**src/rtl/multicycle_opcode_sequencer.sv**
```systemverilog
// multicycle_opcode_sequencer
//   Front end of the i281 multicycle datapath. Takes one 16-bit instruction
//   per valid/ready handshake and walks it through its phase path
//   (FETCH/DECODE/EXEC/MEM/WB), emitting one registered micro-op word per
//   active cycle for the downstream opcode stage.
//
// Ports
//   clock        in   rising-edge clock
//   reset        in   asynchronous, active-high
//   run          in   1 = advance, 0 = freeze (state held, micro_valid low)
//   instr_valid  in   instr carries a valid instruction word
//   instr        in   {opcode[3:0], rx[1:0], ry[1:0], imm[7:0]}
//   mem_wait     in   (SEQ_MEM_STALL_EN only) hold the FSM in MEM
//   instr_ready  out  sequencer accepts an instruction this cycle
//   micro_op     out  {phase[2:0], opcode[3:0], last}
//   micro_valid  out  micro_op is meaningful this cycle
//   busy         out  an instruction is in flight
//   done         out  one-cycle pulse after the final phase
//
// Configuration
//   SEQ_MEM_STALL_EN  when defined, adds mem_wait so MEM can be stretched.

module multicycle_opcode_sequencer #(
  parameter int OPW    = 4,
  parameter int MICROW = 8
) (
  input  logic              clock,
  input  logic              reset,
  input  logic              run,
  input  logic              instr_valid,
  input  logic [15:0]       instr,
`ifdef SEQ_MEM_STALL_EN
  input  logic              mem_wait,
`endif
  output logic              instr_ready,
  output logic [MICROW-1:0] micro_op,
  output logic              micro_valid,
  output logic              busy,
  output logic              done
);

  // Enum values double as the phase code carried in micro_op[7:5].
  typedef enum logic [2:0] {
    IDLE   = 3'd0,
    FETCH  = 3'd1,
    DECODE = 3'd2,
    EXEC   = 3'd3,
    MEM    = 3'd4,
    WB     = 3'd5
  } phase_t;

  phase_t         state;
  logic [OPW-1:0] opcode;

  // Final phase of each opcode class; an instruction leaves for IDLE from here.
  function automatic phase_t final_phase(input logic [OPW-1:0] op);
    case (op)
      4'h0:             return DECODE;  // NOOP
      4'hA, 4'hB:       return MEM;     // STORE
      4'hD, 4'hE, 4'hF: return EXEC;    // CMP, JUMP, BRANCH
      default:          return WB;      // ALU/move/shift and LOAD
    endcase
  endfunction

  // Successor phase along the path; only LOAD/STORE visit MEM.
  function automatic phase_t next_phase(input phase_t p, input logic [OPW-1:0] op);
    case (p)
      FETCH:   return DECODE;
      DECODE:  return EXEC;
      EXEC:    return (op[3:2] == 2'b10) ? MEM : WB;
      MEM:     return WB;
      default: return IDLE;
    endcase
  endfunction

  function automatic logic [MICROW-1:0] pack_micro(input phase_t p,
                                                    input logic [OPW-1:0] op,
                                                    input logic last);
    return {p, op, last};
  endfunction

  logic [OPW-1:0] opcode_in;
  phase_t         step_phase;
  phase_t         first_final;
  logic           at_final;
  logic           stall;
  logic           unused_operand_bits;

  assign opcode_in   = instr[15 -: OPW];
  assign step_phase  = next_phase(state, opcode);
  assign first_final = final_phase(opcode_in);
  assign at_final    = (state == final_phase(opcode));
  // Register/immediate fields belong to later datapath stages.
  assign unused_operand_bits = ^instr[15-OPW:0];

`ifdef SEQ_MEM_STALL_EN
  assign stall = (state == MEM) && mem_wait;
`else
  assign stall = 1'b0;
`endif

  // Single FSM; all outputs are registered alongside the state.
  always_ff @(posedge clock or posedge reset) begin
    if (reset) begin
      state       <= IDLE;
      opcode      <= '0;
      micro_op    <= '0;
      micro_valid <= 1'b0;
      busy        <= 1'b0;
      done        <= 1'b0;
      instr_ready <= 1'b0;
    end else begin
      done <= 1'b0;
      if (state == IDLE) begin
        micro_valid <= 1'b0;
        micro_op    <= '0;
        if (instr_valid && instr_ready) begin
          opcode      <= opcode_in;
          state       <= FETCH;
          micro_op    <= pack_micro(FETCH, opcode_in, first_final == FETCH);
          micro_valid <= 1'b1;
          busy        <= 1'b1;
          instr_ready <= 1'b0;
        end else begin
          busy        <= 1'b0;
          instr_ready <= run;
        end
      end else if (!run) begin
        // Freeze: state, latched opcode and the shown micro-op all hold.
        micro_valid <= 1'b0;
      end else if (stall) begin
        // Re-emit the MEM word unchanged while memory is not ready.
        micro_valid <= 1'b1;
      end else if (at_final) begin
        state       <= IDLE;
        micro_op    <= '0;
        micro_valid <= 1'b0;
        busy        <= 1'b0;
        done        <= 1'b1;
        instr_ready <= 1'b1;
      end else begin
        state       <= step_phase;
        micro_op    <= pack_micro(step_phase, opcode, step_phase == final_phase(opcode));
        micro_valid <= 1'b1;
      end
    end
  end

endmodule

```
**config.mk**
```make
export PLATFORM = sky130hd
export DESIGN_NAME = multicycle_opcode_sequencer
export DESIGN_NICKNAME = d
export VERILOG_FILES = /design/src/rtl/multicycle_opcode_sequencer.sv
export SDC_FILE = /design/constraint.sdc
export NUM_CORES = 1
export LEC_CHECK = 0
export BUFFER_PORTS_ARGS = -buffer_cell sky130_fd_sc_hd__buf_2
export CORE_ASPECT_RATIO = 1.2
export CORE_MARGIN = 1
export CORE_UTILIZATION = 51
export DETAILED_ROUTE_END_ITERATION = 16
export GPL_TIMING_DRIVEN = 0
export PLACE_DENSITY = 0.76
export SETUP_SLACK_MARGIN = 0.15
export SYNTH_ARGS = -nofsm -noshare
export SYNTH_HDL_FRONTEND = slang
export SYNTH_SLANG_ARGS = --single-unit
```
**constraint.sdc**
```tcl
create_clock -name clock -period 2.6 [get_ports clock]
set_clock_uncertainty 0.15 [all_clocks]
set_input_delay 0.13 -clock clock [delete_from_list [all_inputs] [get_ports clock]]
set_output_delay 0.13 -clock clock [all_outputs]
set_load 0.005 [all_outputs]
```
After elaboration in Yosys (flattened, before gate mapping)
Cells that the tools add are included.

cells by class
  eq/ne operators = 19
  $lt $le $gt $ge = 0
  add/sub/neg operators = 0
  shift-type cells = 0
  divide/modulo/power cells = 0
  $mul = 0
  reductions and logical operators = 13
  multiplexer cells = 29
  bitwise logic cells = 0

operators with widths
  kind                                                                     number
  4-bit equality test, second input constant                               10
  8-bit two-way mux                                                        3
  3-bit two-way mux                                                        7
  3-bit one-hot mux with 3 select lines                                    2
  1-bit two-way mux                                                        15
  3-bit one-hot mux with 4 select lines                                    1
  4-bit logical NOT                                                        2
  3-bit by 1-bit equality test with 1-bit output, second input constant    2
  3-bit by 2-bit equality test with 1-bit output, second input constant    2
  3-bit equality test                                                      2
  6-bit two-way mux                                                        1
  2-bit AND reduction                                                      3
  3-bit OR reduction                                                       2
  2-bit nonzero test                                                       2
  2-bit OR reduction                                                       2
  3-bit equality test, second input constant                               1
  3-bit logical NOT                                                        1
  2-bit equality test, second input constant                               1
  2-bit by 1-bit inequality test with 1-bit output, second input constant  1
  1-bit logical AND                                                        1

word-level totals
  flip-flop bits (word level) = 19
  bits in writable memories = 0
  latch bits = 0
  bits in read-only memories = 0
  memories kept = 0
  output and inout port bits = 12

Depth between registers and ports, before layout
  depth in word-level cells = 11
  gate-level depth with buffers = 7

Worst setup path after synthesis
Ideal clock, no wire load.

  path kind = flip-flop to flip-flop
  start point = register opcode[1]
  end point = register state[1]
  required time = 2319 ps
  library setup time = 131 ps
  cell stages (with the launch flop) = 8
  path buffers = 2
  period minus slack after synthesis = 1904 ps
  arrival time = 1622 ps
  slack = 696 ps
  cell sequence = dfrtp_1 > buf_6 > or3_1 > buf_6 > o21ai_4 > mux2_4 > o2111ai_1 > nand3_1

on the way
  word-level cells in the longest chain between the ends = 7

ends and longest elaborated chain
  what                                                      line  text
  start: declaration                                        53    logic [OPW-1:0] opcode;
  start signal: assignment                                  118   opcode <= opcode_in;
  4-bit equality test                                       57    case (op)
  3-bit OR reduction or 2-bit OR reduction (tied branches)  57
  3-bit one-hot mux with 3 select lines *                   57
  3-bit equality test *                                     92    assign at_final = (state == final_phase(opcode));
  3-bit two-way mux *                                       134   end else if (at_final) begin
  3-bit two-way mux *                                       128   end else if (!run) begin
  3-bit two-way mux *                                       114   if (state == IDLE) begin
  end signal: assignment                                    142   state <= step_phase;
  end: declaration                                          52    phase_t state;

Mark *: on every way between the ends. The rest lies on a longest branch, timed or not. The select of a mux whose other input is x is not followed.
A chain may end at the register's enable or synchronous reset.

Worst setup path after layout
  start point = register opcode[0]
  end point = register state[1]

The elaborated chain is that of the path after synthesis.

==> impl_metrics.toml <==
[die]
die_h_um = 54.3
fp.coreArea_um2 = 2090
num_rows = 18
io_pins = 32
dieWidth_um = 45.6
start_util = 0.555
die_area_um2 = 2470

[yosys]
ys_ff_latch = 19
synth_nets = 152
synthArstFlopShare = 1.00
yosysWarnings = 0
synth_top_area_frac = 0.409
synth_flop_cell = "dfrtp_1"
synth-edff-count = 0
yosysSeqAreaShare = 0.409
postSynthCellCount = 132
yosysTopAreaCell = "dfrtp_1"
post_synth.cell_area_avg_um2 = 8.81
ys_types = 45
synth_area_leaders = "dfrtp_1, nand2_1, a21oi_1"
netlist_area_um2 = 1160

[timing]
tns_ns = 0
worst_slew_pin_slew_ns = 0.731
drv_slew = 0
setup_viol = 0
hold_violations = 0
slew-limit-headroom = 0.512
post-route-min-period_ns = 2.06
fin_ws_ns = 0.544
max_freq_mhz = 486
rsz0062_at_grt = "no"
period_share = 0.791

[critical_path]
path_max_fanout = 6
crit_required_ns = 2.63
endpoint_kind = "register"
worstSetupPathType = "register to register"
crit_arrival_ns = 2.09
crit_path_start_kind = "register"

[power]
ir_worst_vdd_mv = 0.738
power_density_nw_per_um2 = 1250
finalPower_w = 0.00173
p_leak_nw = 0.654

[routing]
route.vias.total = 1121
drt_iter0_drc = 35
final_antenna_net_count = 0
firstDrtPassIters = 4
post_drt_wl_per_cell_um = 14.7
drc_errors = 0
viasPerCell = 5.87
drt-total-wl_um = 2810

[global_routing]
grt_max_degree = 20
grt_pass1_wl_um = 4520
antenna_found_initial = 0
grt_use_total = 0.258
grt-ovfl-total = 0
grt_pass1_vias = 1036

[clock_network]
cts_setup_buffers = 0
clk_latency_ns = 0.30
htreeDepth = 1
cts_sinks = 19
cts_buffers = 3
clkTransAtPathRegs_ns = 0.12
cts_root_buffer = "clkbuf_4"
cts_buffer_depth = 2
cts_tree = "built"

[layout]
nets = 182
ff_latch_area_um2 = 475
area_growth_pct = 18.9
drive_above_1_share = 0.267
diodes = 0
multiInputGateArea_um2 = 598
fill_cells = 190

[outcome]
status = "completed"

[placement]
numPortBuffers = 19
pre_cts_ws_ns = 0.581
place_congestion = 0.810
dp_hpwl_um = 2000

[hold_path]
hold_class = "input port to register"

[job]
drv_cap = 0
==> critical path, stage by stage, from the launching register on <==
cell,delay (ns)
dfrtp_1,0.48
or3_1,0.39
buf_6,0.15
o21ai_4,0.13
mux2_4,0.33
o2111ai_1,0.21
nand3_1,0.09
==> metal layers <==
| metal | global-route usage | wire length [µm] |
|---|---|---|
| met1 | 0.315 | 1150 |
| met2 | 0.438 | 1430 |
| met3 | 0.0264 | 142 |
| met4 | 0.146 | 78 |
| met5 | 0 | 0 |
==> path summary, 6_finish.rpt <==
check                           slack, ns           to  cells past startpoint         from
worst min register to register       0.35         busy                      1         busy
max in group asynchronous            1.51    opcode[2]                      3        reset
worst min-delay path                 0.13         busy                      3  instr_valid
worst max register to register       0.54     state[1]                      6    opcode[0]
min in group asynchronous            0.33  micro_op[6]                      3        reset
worst max-delay path                 0.54     state[1]                      6    opcode[0]
==> timing repair <==
item,CTS,global route
gates resized for setup,0,0
endpoints found under the hold margin,27,1
setup endpoints to repair,0,0
hold buffers,5,1
==> logic make-up after synthesis <==
family                 count (synthesis)  share of synthesized area
AND/OR/NAND/NOR                       59                      0.243
AO/OA/AOI/OAI                         35                      0.242
flip-flops                            19                      0.409
buffers and inverters                 16                     0.0764
multiplexers                           2                     0.0215
XOR/XNOR                               1                    0.00754
==> sequential cells by signal (all words and copies together) (netlist names) <==
signal       flops
busy             1
done             1
instr_ready      1
micro_op         8
micro_valid      1
opcode           4
state            3
==> cells in the mapped netlist, types with 2 or more instances <==
cell and n:
nand2_1 25, nand3_1 6, and3_1 2, o22ai_1 2, nor3_1 3, buf_4 2
dfrtp_1 19, a21oi_1 9, buf_2 5, nand2b_1 4, nor2_1 10, buf_6 2
a31oi_1 5, o21ai_0 2, inv_1 6
==> where the power goes <==
part	switching, W	internal, W
logic	0.000610	0.000440
registers	0.0000971	0.000427
clock network	0.0000968	0.0000574
==> cells in the final DEF, fill, tap and decap left out, types with 2 or more instances in the layout <==
| master | instances |
|---|---|
| nand2_1 | 25 |
| buf_2 | 24 |
| dfrtp_1 | 19 |
| nor2_1 | 10 |
| a21oi_1 | 9 |
| inv_1 | 6 |
| nand3_1 | 6 |
| dlygate4sd3_1 | 6 |
| a31oi_1 | 5 |
| nand2b_1 | 4 |
| nor3_1 | 3 |
| clkbuf_4 | 3 |
| buf_4 | 2 |
| buf_6 | 2 |
| o22ai_1 | 2 |
| and3_1 | 2 |
| o21ai_0 | 2 |
==> cell type report <==
class / instances / area share
clock inverter: 1 / 0.00362
timing repair buffer: 25 / 0.112
multi-input combinational: 97 / 0.433
clock buffer: 3 / 0.0163
inverter: 6 / 0.0163
sequential: 19 / 0.344
buffer: 10 / 0.0480
tap: 30 / 0.0271
==> per-stage QoR <==
| stage | hold slack, ns | instances | area [µm²] | util |
|---|---|---|---|---|
| after floorplan | -0.0689 | 132 | 1160 | - |
| after CTS | 0.00676 | 190 | 1370 | 0.655 |
| after global placement | 0.114 | 181 | 1290 | 0.618 |
| final | 0.135 | 191 | 1380 | 0.660 |
| after detailed placement | 0.151 | 181 | 1290 | 0.618 |
| after global routing | 0.160 | 191 | 1380 | 0.660 |
Power figures use the tool's default switching activity.
